===== config.mk =====
export PLATFORM = sky130hd
export DESIGN_NAME = buzzer_driver
export DESIGN_NICKNAME = d
export VERILOG_FILES = /design/src/rtl/buzzer_driver.sv
export SDC_FILE = /design/constraint.sdc
export NUM_CORES = 1
export LEC_CHECK = 0
export CAP_MARGIN = 20
export CORE_MARGIN = 1.5
export CORE_UTILIZATION = 40
export CTS_CLUSTER_DIAMETER = 120
export DETAILED_ROUTE_END_ITERATION = 8
export GPL_ROUTABILITY_DRIVEN = 0
export MAX_ROUTING_LAYER = met4
export PLACE_DENSITY_LB_ADDON = 0.25
export RECOVER_POWER = 100
export SYNTH_ARGS = -nofsm -noshare
export SYNTH_HDL_FRONTEND = slang
export SYNTH_SLANG_ARGS = --single-unit

===== constraint.sdc =====
create_clock -name clk -period 3.03 [get_ports clk]
set_input_delay 0.4545 -clock clk [delete_from_list [all_inputs] [get_ports clk]]
set_output_delay 0.4545 -clock clk [all_outputs]
set_load 0.005 [all_outputs]

===== src/rtl/buzzer_driver.sv =====
// Piezo buzzer driver: synchronises and debounces the combined alarm request,
// then sounds a pulsed tone that the operator can mute for a fixed period.
module buzzer_driver #(
  parameter int unsigned DEBOUNCE  = 4,
  parameter int unsigned TONE_HALF = 2,
  parameter int unsigned BEEP_ON   = 8,
  parameter int unsigned BEEP_OFF  = 8,
  parameter int unsigned MUTE_TIME = 32,
  parameter int unsigned CNT_W     = 16
) (
  input  logic clk,
  input  logic rst_n,
  input  logic alarm_req,
  input  logic ack,
  output logic buzz,
  output logic beep_on,
  output logic alarm_active,
  output logic muted
);

  typedef enum logic [1:0] {
    IDLE  = 2'd0,
    ALARM = 2'd1,
    MUTED = 2'd2
  } state_t;

  localparam logic [CNT_W-1:0] LP_DB_LAST   = CNT_W'(DEBOUNCE - 1);
  localparam logic [CNT_W-1:0] LP_TONE_LAST = CNT_W'(TONE_HALF - 1);
  localparam logic [CNT_W-1:0] LP_ON_LAST   = CNT_W'(BEEP_ON - 1);
  localparam logic [CNT_W-1:0] LP_OFF_LAST  = CNT_W'(BEEP_OFF - 1);
  localparam logic [CNT_W-1:0] LP_MUTE_LOAD = CNT_W'(MUTE_TIME);
  localparam logic [CNT_W-1:0] LP_ONE       = CNT_W'(1);

  logic             r_sync1;
  logic             r_req_s;
  logic             r_req_db;
  logic [CNT_W-1:0] r_db_cnt;

  state_t           r_state;
  logic             r_phase_on;
  logic [CNT_W-1:0] r_phase_cnt;
  logic [CNT_W-1:0] r_tone_cnt;
  logic             r_tone_lvl;
  logic [CNT_W-1:0] r_mute_cnt;

  logic             r_buzz;
  logic             r_beep_on;
  logic             r_alarm_active;
  logic             r_muted;

  state_t           w_nxt_state;
  logic             w_nxt_phase_on;
  logic [CNT_W-1:0] w_nxt_phase_cnt;
  logic [CNT_W-1:0] w_nxt_tone_cnt;
  logic             w_nxt_tone_lvl;
  logic [CNT_W-1:0] w_nxt_mute_cnt;
  logic [CNT_W-1:0] w_mute_dec;

  logic             w_nxt_buzz;
  logic             w_nxt_beep_on;
  logic             w_nxt_alarm_active;
  logic             w_nxt_muted;

  // The debounced level only flips after DEBOUNCE consecutive disagreeing cycles.
  always_ff @(posedge clk or negedge rst_n) begin
    if (!rst_n) begin
      r_sync1  <= 1'b0;
      r_req_s  <= 1'b0;
      r_req_db <= 1'b0;
      r_db_cnt <= '0;
    end else begin
      r_sync1 <= alarm_req;
      r_req_s <= r_sync1;
      if (r_req_s == r_req_db) begin
        r_db_cnt <= '0;
      end else if (r_db_cnt == LP_DB_LAST) begin
        r_req_db <= ~r_req_db;
        r_db_cnt <= '0;
      end else begin
        r_db_cnt <= r_db_cnt + LP_ONE;
      end
    end
  end

  always_ff @(posedge clk or negedge rst_n) begin
    if (!rst_n) begin
      r_state        <= IDLE;
      r_phase_on     <= 1'b0;
      r_phase_cnt    <= '0;
      r_tone_cnt     <= '0;
      r_tone_lvl     <= 1'b0;
      r_mute_cnt     <= '0;
      r_buzz         <= 1'b0;
      r_beep_on      <= 1'b0;
      r_alarm_active <= 1'b0;
      r_muted        <= 1'b0;
    end else begin
      r_state        <= w_nxt_state;
      r_phase_on     <= w_nxt_phase_on;
      r_phase_cnt    <= w_nxt_phase_cnt;
      r_tone_cnt     <= w_nxt_tone_cnt;
      r_tone_lvl     <= w_nxt_tone_lvl;
      r_mute_cnt     <= w_nxt_mute_cnt;
      r_buzz         <= w_nxt_buzz;
      r_beep_on      <= w_nxt_beep_on;
      r_alarm_active <= w_nxt_alarm_active;
      r_muted        <= w_nxt_muted;
    end
  end

  // Mute ends on the cycle the decremented count hits zero, so it lasts MUTE_TIME cycles.
  assign w_mute_dec = r_mute_cnt - LP_ONE;

  always_comb begin
    w_nxt_state     = r_state;
    w_nxt_phase_on  = r_phase_on;
    w_nxt_phase_cnt = r_phase_cnt;
    w_nxt_tone_cnt  = r_tone_cnt;
    w_nxt_tone_lvl  = r_tone_lvl;
    w_nxt_mute_cnt  = r_mute_cnt;
    case (r_state)
      IDLE: begin
        if (r_req_db) begin
          w_nxt_state     = ALARM;
          w_nxt_phase_on  = 1'b1;
          w_nxt_phase_cnt = '0;
          w_nxt_tone_cnt  = '0;
          w_nxt_tone_lvl  = 1'b1;
        end
      end
      ALARM: begin
        if (!r_req_db) begin
          w_nxt_state     = IDLE;
          w_nxt_phase_on  = 1'b0;
          w_nxt_phase_cnt = '0;
          w_nxt_tone_cnt  = '0;
          w_nxt_tone_lvl  = 1'b0;
        end else if (ack) begin
          w_nxt_state     = MUTED;
          w_nxt_mute_cnt  = LP_MUTE_LOAD;
          w_nxt_phase_on  = 1'b0;
          w_nxt_phase_cnt = '0;
          w_nxt_tone_cnt  = '0;
          w_nxt_tone_lvl  = 1'b0;
        end else if (r_phase_cnt == (r_phase_on ? LP_ON_LAST : LP_OFF_LAST)) begin
          w_nxt_phase_on  = ~r_phase_on;
          w_nxt_phase_cnt = '0;
          w_nxt_tone_cnt  = '0;
          w_nxt_tone_lvl  = 1'b1;
        end else begin
          w_nxt_phase_cnt = r_phase_cnt + LP_ONE;
          if (r_tone_cnt == LP_TONE_LAST) begin
            w_nxt_tone_cnt = '0;
            w_nxt_tone_lvl = ~r_tone_lvl;
          end else begin
            w_nxt_tone_cnt = r_tone_cnt + LP_ONE;
          end
        end
      end
      MUTED: begin
        if (!r_req_db) begin
          w_nxt_state    = IDLE;
          w_nxt_mute_cnt = '0;
        end else if (w_mute_dec == '0) begin
          w_nxt_state     = ALARM;
          w_nxt_mute_cnt  = '0;
          w_nxt_phase_on  = 1'b1;
          w_nxt_phase_cnt = '0;
          w_nxt_tone_cnt  = '0;
          w_nxt_tone_lvl  = 1'b1;
        end else begin
          w_nxt_mute_cnt = w_mute_dec;
        end
      end
      default: begin
        w_nxt_state = IDLE;
      end
    endcase
  end

  // Outputs are decoded from the next state so the registered pins line up with r_state.
  always_comb begin
    w_nxt_buzz         = 1'b0;
    w_nxt_beep_on      = 1'b0;
    w_nxt_alarm_active = (w_nxt_state != IDLE);
    w_nxt_muted        = (w_nxt_state == MUTED);
    if (w_nxt_state == ALARM) begin
      w_nxt_beep_on = w_nxt_phase_on;
      w_nxt_buzz    = w_nxt_phase_on & w_nxt_tone_lvl;
    end
  end

  assign buzz         = r_buzz;
  assign beep_on      = r_beep_on;
  assign alarm_active = r_alarm_active;
  assign muted        = r_muted;

endmodule


Word-level counts from Yosys, hierarchy flattened
Cells that the tools add are included.
- add/subtract/negate cells: 4
- equality and inequality tests: 13
- mux-type cells: 42
- bitwise operators: 5
- reduce and logical (&&, ||, !) cells: 8
- operators with widths (operator ; count):
    $mux W16 ; 16
    $pmux W16 S3 ; 2
    $add A16 B1 Y16 const B ; 3
    $pmux W16 S2 ; 1
    $eq A16 B1 Y1 const B ; 1
    $eq A16 B2 Y1 const B ; 1
    $eq A16 B3 Y1 const B ; 1
    $logic_not A16 Y1 ; 1
    $sub A16 B1 Y16 const B ; 1
    $mux W1 ; 15
    $mux W2 ; 5
    $ne A2 B2 Y1 const B ; 5
    $pmux W1 S3 ; 2
    $pmux W2 S3 ; 1
    $eq A2 B1 Y1 const B ; 2
    $eq A2 B2 Y1 const B ; 2
    $not A1 Y1 ; 4
    $reduce_and A4 Y1 ; 1
    $reduce_bool A2 Y1 ; 2
    $reduce_and A3 Y1 ; 1
    $reduce_bool A3 Y1 ; 1
    $logic_not A2 Y1 ; 1
    $reduce_and A2 Y1 ; 1
    $and A1 B1 Y1 ; 1
    $eq A1 B1 Y1 ; 1
- register bits: 75
- input bits: 4
- output and inout port bits: 4
- logic and storage cells: 86

Longest topological paths before layout
- word-level depth: 8
- depth in mapped cells: 9
- gate-level depth less buffers: 8

Worst setup path before layout
No wires, ideal clock.
- path kind: register to register
- from: reg r_mute_cnt[0]
- to: reg r_phase_cnt[1]
- library setup time: 0.121 ns
- arrival: 2.221 ns
- data required time: 2.909 ns
- path slack: 0.688 ns
- cell stages (with the launch flop): 10
- path buffers: 1
- period minus slack after synthesis: 2.342 ns
- cells stage by stage: dfrtp_1 > inv_1 > ha_1 > or4b_1 > nor4b_2 > a211o_2 > nand4_4 > and2_4 > buf_6 > a22o_1
- word-level cells in the longest chain between the ends: 4
- RTL lines (item ; line ; source):
    start, declared ; 44 ; logic [CNT_W-1:0] r_mute_cnt;
    start signal, assigned ; 103 ; r_mute_cnt <= w_nxt_mute_cnt;
    $sub A16 B1 Y16 ; 112 ; assign w_mute_dec = r_mute_cnt - LP_ONE;
    $logic_not A16 Y1 ; 164 ; end else if (w_mute_dec == '0) begin
    $ne A2 B2 Y1 (no source line) ; -- ;
    $reduce_and A4 Y1 (no source line) ; -- ;
    end signal, assigned ; 100 ; r_phase_cnt <= w_nxt_phase_cnt;
    end, declared ; 41 ; logic [CNT_W-1:0] r_phase_cnt;
Every way passes these cells.
A chain may end at the register's enable or synchronous reset.

Worst setup path after layout
- from: reg r_mute_cnt[0]
- to: reg r_tone_cnt[15]
- word-level cells in the longest chain between the ends: 4
- RTL lines (item ; line ; source):
    $sub A16 B1 Y16 ; 112 ;
    $logic_not A16 Y1 ; 164 ;
    $ne A2 B2 Y1 (no source line) ; -- ;
    $reduce_and A4 Y1 (no source line) ; -- ;
    end signal, assigned ; 101 ; r_tone_cnt <= w_nxt_tone_cnt;
    end, declared ; 42 ; logic [CNT_W-1:0] r_tone_cnt;
Every way passes these cells.

==> impl_metrics.ini <==
[floorplan]
die_x_um = 105
core_area_mm2 = 0.00991
start_util_pct = 41.6
row_count = 36
io_pins = 8
dieArea_mm2 = 0.0109
die_y_um = 105

[timing]
relSlewSlack_pct = -25.6
setup_viol = 0
rsz0062_at_grt = no
fin_crit_sh_pct = 92.7
hold_viol = 0
slew_viol_final = 76
tightest_slew_ps = 1880
fin_crit_ps = 2810
fmax_mhz = 356
finClkSkew_ps = 11.2
setup_ws_ps = 220
setup_tns_ps = 0

[yosys]
synthFlopType = dfrtp_1
yosysSeqAreaShare_pct = 45.5
ys_ff_latch = 75
synth_top_area_share_pct = 45.5
synth_nets = 460
yosysTopAreaCell = dfrtp_1
synth_area_mm2 = 0.00413
yosys-top-cells-area = dfrtp_1 (45%), mux2i_1 (4.4%), nand3_1 (4.4%)
synth_cell_types = 53
syn_inst = 450
syn_avg_cell_area_um2 = 9.17
yosysWarnings = 0
synth_edf_count = 0
async_flop_share_pct = 100

[global_routing]
grtUsageTotal_pct = 17.3
grt_max_degree = 76
grt_pass1_vias = 3319
grt_overflow = 0
grt_pass1_wl_mm = 15.2
grt_antenna_before_repair = 0

[clock_network]
cts_buffer_depth = 2
clock-sinks = 75
cts_tree = built
holdBufCountCts = 0
htreeDepth = 3
cts_setup_buffers = 0
cts_root_buffer = clkbuf_8
path_clk_slew_ps = 80
clock_latency_ps = 360
cts_resized = 0
cts_made_buffers = 9

[status]
violations = capacitance limit, slew limit
outcome = finished, violations left

[pwr]
vdd_drop_max_v = 0.000272
p_leak_nw = 1.91
power_density_mw_per_mm2 = 786

[route]
totalWireLength_mm = 8.57
vias_per_cell = 5.56
firstDrtPassIters = 4
ant_nets = 0
drt_iter0_drc = 130
drc = 0
wl_per_cell_um = 14.4
vias = 3319

[setup_path]
critPathKind = flop to flop
cp_max_fo = 24
cp-end-kind = flop
cp.arrival_ps = 3060
required_ps = 3280
cp-start-kind = flop

[hold_path]
hp-class = flop to flop

[final_layout]
area_growth_pct = 9.77
antenna_cells = 0
fillCellCount = 972
final_cell_area_mm2 = 0.00453
drive_gt1_share_pct = 7.11
final_nets = 469

[placement]
dp_hpwl_mm = 5.55
post-place-ws_ps = 208
placed_area_mm2 = 0.00435
io_buffers = 7

[run]
maxCapViolCount = 1
[through the flow]
stage / util [%] / cells / hold WS [ps] / power [mW]
final: 45.7 / 597 / 359 / 3.56
after global placement: 43.9 / 581 / 332 / 2.82
after floorplan: - / 450 / 159 / 2.49
after global routing: 45.7 / 597 / 371 / 3.87
after detailed placement: 43.9 / 581 / 345 / 2.86
after CTS: 45.8 / 597 / 270 / 3.62
[worst max-delay path: stages, from the launching register on]
cell and delay, ps:
dfrtp_1 450, inv_1 90, ha_1 280, or4b_1 530, nor4b_2 260, a211o_2 190, nand4_4 320, and2_4 350
a22o_1 230
[cell usage in the layout (no fill, tap or decap), types with 10 or more instances in the layout]
master and count:
dfrtp_1 75, nor2_1 45, nand2_1 44, nand3_1 36, a21oi_1 25, inv_1 18, mux2i_1 18, o21ai_0 17
and3_1 13, xor2_1 12, nor4_1 11, nor3_1 10
[layer usage]
| layer | track usage (%) | vias to the layer above | share of wire, % | wire [um] |
|---|---|---|---|---|
| met3 | 3.24 | 10 | 4.0 | 342 |
| met2 | 27.2 | 55 | 46 | 3920 |
| met5 | - | - | 0 | 0 |
| met1 | 22.5 | 1611 | 49 | 4220 |
| li1 | - | 1643 | - | - |
| met4 | 5.65 | 0 | 0.93 | 80 |
[Yosys cell counts, types with 10 or more instances]
cell type / instances
nand2_1: 44
clkbuf_1: 12
nor4_1: 11
a21oi_1: 25
nor2_1: 45
nor3_1: 10
nand3_1: 36
mux2i_1: 18
xor2_1: 12
inv_1: 18
o21ai_0: 12
dfrtp_1: 75
and3_1: 13
[worst paths after layout]
kind	start	endpoint	slack, ps	cells after the start
max in group asynchronous	rst_n	r_mute_cnt[8]	1300	1
worst min-delay path	r_sync1	r_req_s	360	0
worst max register to register	r_mute_cnt[0]	r_tone_cnt[15]	220	8
worst min register to register	r_sync1	r_req_s	360	0
min in group asynchronous	rst_n	r_mute_cnt[14]	590	1
worst max-delay path	r_mute_cnt[0]	r_tone_cnt[15]	220	8
[state kept, by name, summed over array words and instances (netlist names), 2 cells and up]
name,count
r_db_cnt,16
r_mute_cnt,16
r_phase_cnt,16
r_state,2
r_tone_cnt,16
[logic make-up after synthesis]
| group | Yosys count | share of synthesized area [%] |
|---|---|---|
| buffers and inverters | 36 | 3.55 |
| AO/OA/AOI/OAI | 84 | 13.4 |
| flip-flops | 75 | 45.5 |
| multiplexers | 19 | 4.64 |
| AND/OR/NAND/NOR | 209 | 26.6 |
| XOR/XNOR | 21 | 4.46 |
| adder cells (fa/ha/maj) | 6 | 1.82 |
[cell type report]
class | instances | area [um^2] | share of cell area [%]
clock buffers | 9 | 124 | 2.74
clock inverters | 7 | 70.1 | 1.55
inverters | 18 | 67.6 | 1.49
multi-input cells | 339 | 2100 | 46.4
flip-flops and latches | 75 | 1880 | 41.4
well taps | 133 | 166 | 3.68
repair buffers | 16 | 121 | 2.68
[power breakdown]
group	switching, mW	internal (mW)	total [mW]
Combinational	0.875	0.573	1.45
Clock	0.427	0.318	0.745
Sequential	0.199	1.17	1.37
Total	1.50	2.06	3.56
Power figures use the tool's default switching activity.
